**src/rtl/atpg_pkg.sv**
```systemverilog
// Shared types and constants for the ALU operand-a stuck-at fault campaign.
package atpg_pkg;

  // Campaign sequencer states; each pattern attempt walks the four middle states.
  typedef enum logic [2:0] {
    IDLE,
    APPLY_CLEAN,
    CHECK_CLEAN,
    APPLY_FAULT,
    CHECK_FAULT,
    DONE
  } state_t;

  // Right-shift Galois feedback mask for x^32 + x^22 + x^2 + x + 1.
  localparam logic [31:0] LFSR_POLY = 32'h8020_0003;

  // Stuck-at polarity encoding.
  localparam logic SA0 = 1'b0;
  localparam logic SA1 = 1'b1;

  // One Galois step: shift right, fold the polynomial in when the bit leaving is 1.
  function automatic logic [31:0] lfsr_next(input logic [31:0] q);
    return (q >> 1) ^ ({32{q[0]}} & LFSR_POLY);
  endfunction

endpackage

```
**src/rtl/atpg_lfsr32.sv**
```systemverilog
// 32-bit Galois LFSR pattern source; load takes priority over step.
module atpg_lfsr32
  import atpg_pkg::*;
#(
  parameter logic [31:0] RESET_VALUE = 32'hACE1_2468
) (
  input  logic        clk,
  input  logic        rst,
  input  logic        load,
  input  logic [31:0] seed,
  input  logic        step,
  output logic [31:0] q
);

  logic [31:0] q_reg;

  // Reload on request, otherwise advance one step when asked.
  always_ff @(posedge clk or posedge rst) begin
    if (rst) begin
      q_reg <= RESET_VALUE;
    end else if (load) begin
      q_reg <= seed;
    end else if (step) begin
      q_reg <= lfsr_next(q_reg);
    end
  end

  assign q = q_reg;

endmodule

```
**src/rtl/alu_fault_campaign_ctrl.sv**
```systemverilog
// Stuck-at fault campaign sequencer for operand a of a 16-bit ALU pair.
// Drives a golden and a fault-injection ALU with shared stimulus, compares
// result/cout, and walks every a-bit through SA0 then SA1 with fault dropping.
module alu_fault_campaign_ctrl
  import atpg_pkg::*;
#(
  parameter int          WIDTH        = 16,
  parameter int          NUM_PATTERNS = 4,
  parameter logic [31:0] LFSR_SEED    = 32'hACE1_2468
) (
  input  logic             clk,
  input  logic             rst,
  input  logic             start,
  input  logic [WIDTH-1:0] cfg_a,
  input  logic [WIDTH-1:0] cfg_b,
  input  logic [1:0]       cfg_alu_sel,
  output logic [WIDTH-1:0] alu_a,
  output logic [WIDTH-1:0] alu_b,
  output logic [1:0]       alu_sel,
  output logic [WIDTH-1:0] fault_mask_a,
  output logic [WIDTH-1:0] fault_value_a,
  input  logic [WIDTH-1:0] result_golden,
  input  logic [WIDTH-1:0] result_faulty,
  input  logic             cout_golden,
  input  logic             cout_faulty,
  output logic             busy,
  output logic             done,
  output logic             err,
  output logic [WIDTH-1:0] det_sa0,
  output logic [WIDTH-1:0] det_sa1,
  output logic [5:0]       det_count
);

  localparam logic [3:0] LAST_PAT  = 4'(NUM_PATTERNS - 1);
  localparam logic [3:0] LAST_SITE = 4'(WIDTH - 1);

  state_t           state_reg, state_next;
  logic [3:0]       site_reg, site_next;
  logic             pol_reg, pol_next;
  logic [3:0]       pat_reg, pat_next;
  logic [WIDTH-1:0] cfg_a_reg, cfg_a_next;
  logic [WIDTH-1:0] cfg_b_reg, cfg_b_next;
  logic [WIDTH-1:0] alu_a_reg, alu_a_next;
  logic [WIDTH-1:0] alu_b_reg, alu_b_next;
  logic [1:0]       alu_sel_reg, alu_sel_next;
  logic [WIDTH-1:0] mask_reg, mask_next;
  logic [WIDTH-1:0] value_reg, value_next;
  logic             busy_reg, busy_next;
  logic             done_reg, done_next;
  logic             err_reg, err_next;
  logic [WIDTH-1:0] det_sa0_reg, det_sa0_next;
  logic [WIDTH-1:0] det_sa1_reg, det_sa1_next;
  logic [5:0]       det_count_reg, det_count_next;

  logic             lfsr_load;
  logic             lfsr_step;
  logic [31:0]      lfsr_q;
  logic             mismatch;
  logic [WIDTH-1:0] site_onehot;

  // Pattern generator shared by every fault; reloaded so each fault sees the same sequence.
  atpg_lfsr32 #(
    .RESET_VALUE (LFSR_SEED)
  ) u_lfsr (
    .clk  (clk),
    .rst  (rst),
    .load (lfsr_load),
    .seed (LFSR_SEED),
    .step (lfsr_step),
    .q    (lfsr_q)
  );

  // Decode the current fault site into a one-hot injection mask.
  for (genvar gi = 0; gi < WIDTH; gi++) begin : g_site_decode
    assign site_onehot[gi] = (site_reg == 4'(gi));
  end

  assign mismatch = (result_golden != result_faulty) | (cout_golden != cout_faulty);

  // State and output registers; everything the block drives comes straight from here.
  always_ff @(posedge clk or posedge rst) begin
    if (rst) begin
      state_reg     <= IDLE;
      site_reg      <= '0;
      pol_reg       <= SA0;
      pat_reg       <= '0;
      cfg_a_reg     <= '0;
      cfg_b_reg     <= '0;
      alu_a_reg     <= '0;
      alu_b_reg     <= '0;
      alu_sel_reg   <= '0;
      mask_reg      <= '0;
      value_reg     <= '0;
      busy_reg      <= 1'b0;
      done_reg      <= 1'b0;
      err_reg       <= 1'b0;
      det_sa0_reg   <= '0;
      det_sa1_reg   <= '0;
      det_count_reg <= '0;
    end else begin
      state_reg     <= state_next;
      site_reg      <= site_next;
      pol_reg       <= pol_next;
      pat_reg       <= pat_next;
      cfg_a_reg     <= cfg_a_next;
      cfg_b_reg     <= cfg_b_next;
      alu_a_reg     <= alu_a_next;
      alu_b_reg     <= alu_b_next;
      alu_sel_reg   <= alu_sel_next;
      mask_reg      <= mask_next;
      value_reg     <= value_next;
      busy_reg      <= busy_next;
      done_reg      <= done_next;
      err_reg       <= err_next;
      det_sa0_reg   <= det_sa0_next;
      det_sa1_reg   <= det_sa1_next;
      det_count_reg <= det_count_next;
    end
  end

  // Next-state and next-output logic. Values set while in an APPLY state are
  // registered at its end, so the following CHECK state sees the ALUs settled.
  always_comb begin
    state_next     = state_reg;
    site_next      = site_reg;
    pol_next       = pol_reg;
    pat_next       = pat_reg;
    cfg_a_next     = cfg_a_reg;
    cfg_b_next     = cfg_b_reg;
    alu_a_next     = alu_a_reg;
    alu_b_next     = alu_b_reg;
    alu_sel_next   = alu_sel_reg;
    mask_next      = mask_reg;
    value_next     = value_reg;
    busy_next      = busy_reg;
    done_next      = 1'b0;
    err_next       = err_reg;
    det_sa0_next   = det_sa0_reg;
    det_sa1_next   = det_sa1_reg;
    det_count_next = det_count_reg;
    lfsr_load      = 1'b0;
    lfsr_step      = 1'b0;

    case (state_reg)
      IDLE: begin
        if (start) begin
          cfg_a_next     = cfg_a;
          cfg_b_next     = cfg_b;
          alu_sel_next   = cfg_alu_sel;
          det_sa0_next   = '0;
          det_sa1_next   = '0;
          det_count_next = '0;
          err_next       = 1'b0;
          site_next      = '0;
          pol_next       = SA0;
          pat_next       = '0;
          busy_next      = 1'b1;
          lfsr_load      = 1'b1;
          state_next     = APPLY_CLEAN;
        end
      end

      APPLY_CLEAN: begin
        mask_next  = '0;
        value_next = '0;
        if (pat_reg == 4'd0) begin
          alu_a_next = cfg_a_reg;
          alu_b_next = cfg_b_reg;
        end else begin
          alu_a_next = lfsr_q[31:16];
          alu_b_next = lfsr_q[15:0];
        end
        state_next = CHECK_CLEAN;
      end

      CHECK_CLEAN: begin
        if (mismatch) begin
          // Disagreement with nothing injected means the ALU pair is broken; abort.
          err_next   = 1'b1;
          busy_next  = 1'b0;
          done_next  = 1'b1;
          state_next = DONE;
        end else begin
          state_next = APPLY_FAULT;
        end
      end

      APPLY_FAULT: begin
        mask_next  = site_onehot;
        value_next = pol_reg ? site_onehot : '0;
        state_next = CHECK_FAULT;
      end

      CHECK_FAULT: begin
        if (!mismatch && (pat_reg != LAST_PAT)) begin
          pat_next   = pat_reg + 4'd1;
          lfsr_step  = 1'b1;
          state_next = APPLY_CLEAN;
        end else begin
          if (mismatch) begin
            if (pol_reg == SA0) begin
              det_sa0_next[site_reg] = 1'b1;
            end else begin
              det_sa1_next[site_reg] = 1'b1;
            end
            det_count_next = det_count_reg + 6'd1;
          end
          // Move on to the next fault without spending a cycle on it.
          pat_next  = '0;
          lfsr_load = 1'b1;
          if (pol_reg == SA0) begin
            pol_next   = SA1;
            state_next = APPLY_CLEAN;
          end else if (site_reg == LAST_SITE) begin
            mask_next  = '0;
            value_next = '0;
            busy_next  = 1'b0;
            done_next  = 1'b1;
            state_next = DONE;
          end else begin
            pol_next   = SA0;
            site_next  = site_reg + 4'd1;
            state_next = APPLY_CLEAN;
          end
        end
      end

      DONE: begin
        // Start is deliberately not sampled here; results hold until the next start.
        state_next = IDLE;
      end

      default: begin
        state_next = IDLE;
      end
    endcase
  end

  assign alu_a         = alu_a_reg;
  assign alu_b         = alu_b_reg;
  assign alu_sel       = alu_sel_reg;
  assign fault_mask_a  = mask_reg;
  assign fault_value_a = value_reg;
  assign busy          = busy_reg;
  assign done          = done_reg;
  assign err           = err_reg;
  assign det_sa0       = det_sa0_reg;
  assign det_sa1       = det_sa1_reg;
  assign det_count     = det_count_reg;

endmodule

```
**config.mk**
```make
export PLATFORM = sky130hd
export DESIGN_NAME = alu_fault_campaign_ctrl
export DESIGN_NICKNAME = d
export VERILOG_FILES = /design/src/rtl/atpg_pkg.sv /design/src/rtl/atpg_lfsr32.sv /design/src/rtl/alu_fault_campaign_ctrl.sv
export SDC_FILE = /design/constraint.sdc
export NUM_CORES = 1
export LEC_CHECK = 0
export ABC_AREA = 0
export BUFFER_PORTS_ARGS = -buffer_cell sky130_fd_sc_hd__buf_2
export CORE_ASPECT_RATIO = 0.7
export CORE_MARGIN = 1
export CORE_UTILIZATION = 40
export DETAILED_ROUTE_END_ITERATION = 12
export MAX_ROUTING_LAYER = met4
export PLACE_DENSITY = 0.63
export SLEW_MARGIN = 25
export SYNTH_ARGS = -nofsm -noshare
export SYNTH_HDL_FRONTEND = slang
export SYNTH_HIERARCHICAL = 1
export SYNTH_SLANG_ARGS = --single-unit
```
**constraint.sdc**
```tcl
create_clock -name clk -period 10.57 [get_ports clk]
set_input_delay 0.5285 -clock clk [delete_from_list [all_inputs] [get_ports clk]]
set_output_delay 0.5285 -clock clk [all_outputs]
set_load 0.03 [all_outputs]
```
==> results.json <==
{
  "antenna_found_initial": 0,
  "max_stage_delay_ns": 0.61,
  "post-dp-hpwl_um": 12740,
  "drc": 0,
  "met2_usage_pct": 27.63,
  "initial_core_util_pct": 41.49,
  "comb_power_share_pct": 33.6,
  "worstReg2RegStart": "state_reg[0]",
  "reg2reg_to": "u_lfsr/q[1]",
  "clock_latency_ns": 0.43,
  "seq_area_frac_synth_pct": 57.59,
  "ios": 178,
  "clock-sinks": 183,
  "layout-drive-gt1-share_pct": 24.18,
  "path_common_cell": "buf_4",
  "slew_headroom_pct": 44.95,
  "critPathLaunchType": "flop",
  "synth_top_family_by_area": "simple AND/OR/NAND/NOR gates",
  "grt_pass1_vias": 5876,
  "routed_wl_um": 19060,
  "post_synth_num_cell_types": 51,
  "max-vdd-ir-drop_uv": 126.3,
  "cp_slowest_cell": "or2_2",
  "crit_type": "flop to flop",
  "grt_pass1_wl_um": 30680,
  "numCtsBuffers": 17,
  "viasPerCell": 4.864,
  "synthArstFlopShare_pct": 100.0,
  "ys_seq_elements": 183,
  "clk_path_buf_depth": 2,
  "synthMuxAreaShare_pct": 8.435,
  "power_frac_seq_pct": 42.2,
  "gp_congestion": 0.7841,
  "nFillCells": 1849,
  "core.rowCount": 42,
  "first_pass_iters": 5,
  "cts_tree": "built",
  "min_path_type": "input pin to async pin",
  "globalRouteMet1Util_pct": 29.28,
  "path_cells": "nor2_1 -> nand2_1 -> or2_2 -> buf_4 -> o21ai_4 -> buf_4 -> or3b_1 -> o211ai_1",
  "die_area_um2": 20530,
  "synth_area_um2": 7980,
  "switching_share_pct": 40.37,
  "htreeDepth": 4,
  "cts_root_buf": "clkbuf_16",
  "cts_resized": 0,
  "maxSlewViolCount": 0,
  "power.switching_uw": 1054,
  "crit_fanout": 66,
  "globalRoute.totalOverflow": 0,
  "status": "complete, no violations",
  "dieHeight_um": 120.2,
  "synth_compound_area_share_pct": 10.91,
  "cts_hold_buf": 0,
  "synth_xor_area_share_pct": 2.085,
  "synth_edf_count": 0,
  "r2r_slack_ns": 7.53,
  "pwr-share-clk_pct": 24.3,
  "nets": 1074,
  "port_buffers": 177,
  "syn_avg_cell_area_um2": 9.864,
  "synth_fa_ha_area_share_pct": 1.098,
  "critical_path_arrival_ns": 3.39,
  "setup_viol": 0,
  "post-route-period-util_pct": 28.77,
  "largest_reg_flops": 32,
  "fin_tns_setup_ns": 0,
  "core-area_um2": 19230,
  "yosys_warnings": 6,
  "postRouteAntennaNets": 0,
  "area_growth_pct": 22.72,
  "hold_viol": 0,
  "ys.flop_type": "dfrtp_1",
  "required_ns": 10.92,
  "pre_cts_slack_ns": 7.498,
  "top_usage_layer": "met1",
  "finalCriticalPeriod_ns": 3.041,
  "fmax_mhz": 328.8,
  "met3_usage_pct": 4.223,
  "grt_max_degree": 94,
  "setup_ws_ns": 7.529,
  "worstMarginPinSlew_ns": 0.8257,
  "crit_start": "state_reg[0]",
  "intPower_uw": 1557,
  "skew_ns": 0.009437,
  "max-cap-violations": 0,
  "power_density_nw_per_um2": 266.5,
  "rsz0062_at_grt": "no",
  "wl_per_cell_um": 14.97,
  "vias": 6192,
  "reg2regPathDepth": 8,
  "synth-simple-area-share_pct": 16.48,
  "drt_iter0_drc": 354,
  "crit_path_end_kind": "flop",
  "die_x_um": 170.8,
  "post-cts-setup-buffer-count": 0,
  "crit_path_end": "u_lfsr/q[1]",
  "n_antenna_cell": 0,
  "track_usage_pct": 19.70,
  "syn_inst": 809,
  "leakagePower_uw": 0.004913,
  "path_clk_slew_ns": 0.07
}
## worst min path at each step
| stage | depth (start not counted) | startpoint | end | slack [ns] |
|---|---|---|---|---|
| final | 3 | rst | u_lfsr/q[11] | 0.24 |
| after global routing | 3 | rst | u_lfsr/q[11] | 0.26 |
| after CTS | 3 | rst | u_lfsr/q[11] | 0.24 |
| after global placement | 2 | fault_value_a[1] | fault_value_a[1] | 0.46 |
| after detailed placement | 1 | busy | busy | 0.46 |
| after floorplan | 2 | cfg_a_reg[0] | cfg_a_reg[0] | 0.45 |
## worst max-delay path, delay by kind of cell (launching register included)
kind,cells,cell delay (ns)
flip-flops,1,0.58
buffers and inverters,2,0.87
AO/OA/AOI/OAI,2,0.19
AND/OR/NAND/NOR,4,1.31
## power groups by stage
| stage | clock (uW) | combinational, uW | sequential (uW) |
|---|---|---|---|
| detailed placement | 0 | 875 | 1110 |
| finish | 633 | 877 | 1100 |
| global route | 676 | 972 | 1130 |
| global placement | 0 | 856 | 1110 |
| CTS | 647 | 878 | 1100 |
| floorplan | 0 | 482 | 1230 |
## final cells by class
cell class,instances,area [um2],area share (%)
sequential,183,4596,46.93
multi-input combinational,601,3283,33.52
timing repair buffer,185,965.9,9.863
clock buffer,17,425.4,4.344
tap,264,330.3,3.373
clock inverter,15,157.7,1.610
inverter,8,35.03,0.3577
## kinds of logic after synthesis
logic type,after synthesis
and+or+nand+nor,315
DFF,183
AOI/OAI and AO/OA,161
muxes,67
buffers and inverters,55
xor gates and xnor gates,19
adders and majority gates,7
other,2
## cells in the mapped netlist, types with 3 or more instances
master,instances,area [um2]
o211ai_1,5,37.54
ha_1,7,87.58
buf_6,3,33.78
nand2_1,219,822.0
xor2_1,15,131.4
nand3b_1,3,22.52
and2_1,3,18.77
buf_1,3,11.26
nor4_1,3,18.77
nand3_1,14,70.07
mux2i_1,65,650.6
nand2b_1,4,25.02
o21ai_0,66,330.3
clkbuf_1,27,101.4
nor2b_1,5,31.28
buf_2,11,55.05
o21ai_1,33,165.2
o31ai_1,6,45.04
xnor2_1,4,35.03
nor2_1,45,168.9
inv_1,8,30.03
dfrtp_1,170,4254
nor3_1,3,15.01
a21oi_1,40,200.2
dfstp_2,13,341.6
## layer usage
| metal | vias up | share of wire, % |
|---|---|---|
| met4 | 0 | 0.62 |
| met2 | 181 | 43 |
| met3 | 10 | 5.0 |
| met1 | 2952 | 52 |
| met5 | - | 0 |
| li1 | 3049 | - |
## cells in the final DEF (no fill, tap or decap), types with 2 or more instances in the layout
| cell | Yosys | routed |
|---|---|---|
| clkbuf_16 | 0 | 17 |
| a21o_1 | 2 | 2 |
| or2_2 | 2 | 2 |
| inv_6 | 0 | 5 |
| nor4_1 | 3 | 3 |
| nor2_1 | 45 | 42 |
| conb_1 | 2 | 32 |
| nand2b_1 | 4 | 4 |
| xor2_1 | 15 | 15 |
| dfstp_2 | 13 | 13 |
| nor3_1 | 3 | 3 |
| inv_8 | 0 | 4 |
| buf_2 | 11 | 177 |
| mux2i_1 | 65 | 65 |
| nor2b_1 | 5 | 5 |
| buf_4 | 1 | 7 |
| inv_1 | 8 | 7 |
| o31ai_1 | 6 | 5 |
| mux2_2 | 2 | 2 |
| nor3b_1 | 2 | 2 |
| ha_1 | 7 | 7 |
| and2_1 | 3 | 2 |
| o21ai_1 | 33 | 33 |
| o211ai_1 | 5 | 5 |
| xnor2_1 | 4 | 4 |
| o2bb2ai_1 | 2 | 2 |
| a21oi_1 | 40 | 40 |
| or3b_1 | 2 | 2 |
| nand3b_1 | 3 | 3 |
| nand2_1 | 219 | 219 |
| nand3_1 | 14 | 14 |
| or4_1 | 2 | 2 |
| dfrtp_1 | 170 | 170 |
| nor2_4 | 0 | 3 |
| o21ai_0 | 66 | 65 |
| clkinv_4 | 0 | 4 |
## metrics by stage
stage / power (uW) / instances / hold slack (ns) / utilization, % / area [um2]
floorplan: 1711 / 839 / 0.4454 / - / 8093
global placement: 1965 / 1240 / 0.4575 / 47.74 / 9181
detailed placement: 1985 / 1240 / 0.4615 / 47.74 / 9181
CTS: 2626 / 1272 / 0.2385 / 50.77 / 9764
global route: 2777 / 1273 / 0.2576 / 50.92 / 9793
finish: 2610 / 1273 / 0.2363 / 50.92 / 9793
(Power assumes the default switching activity.)
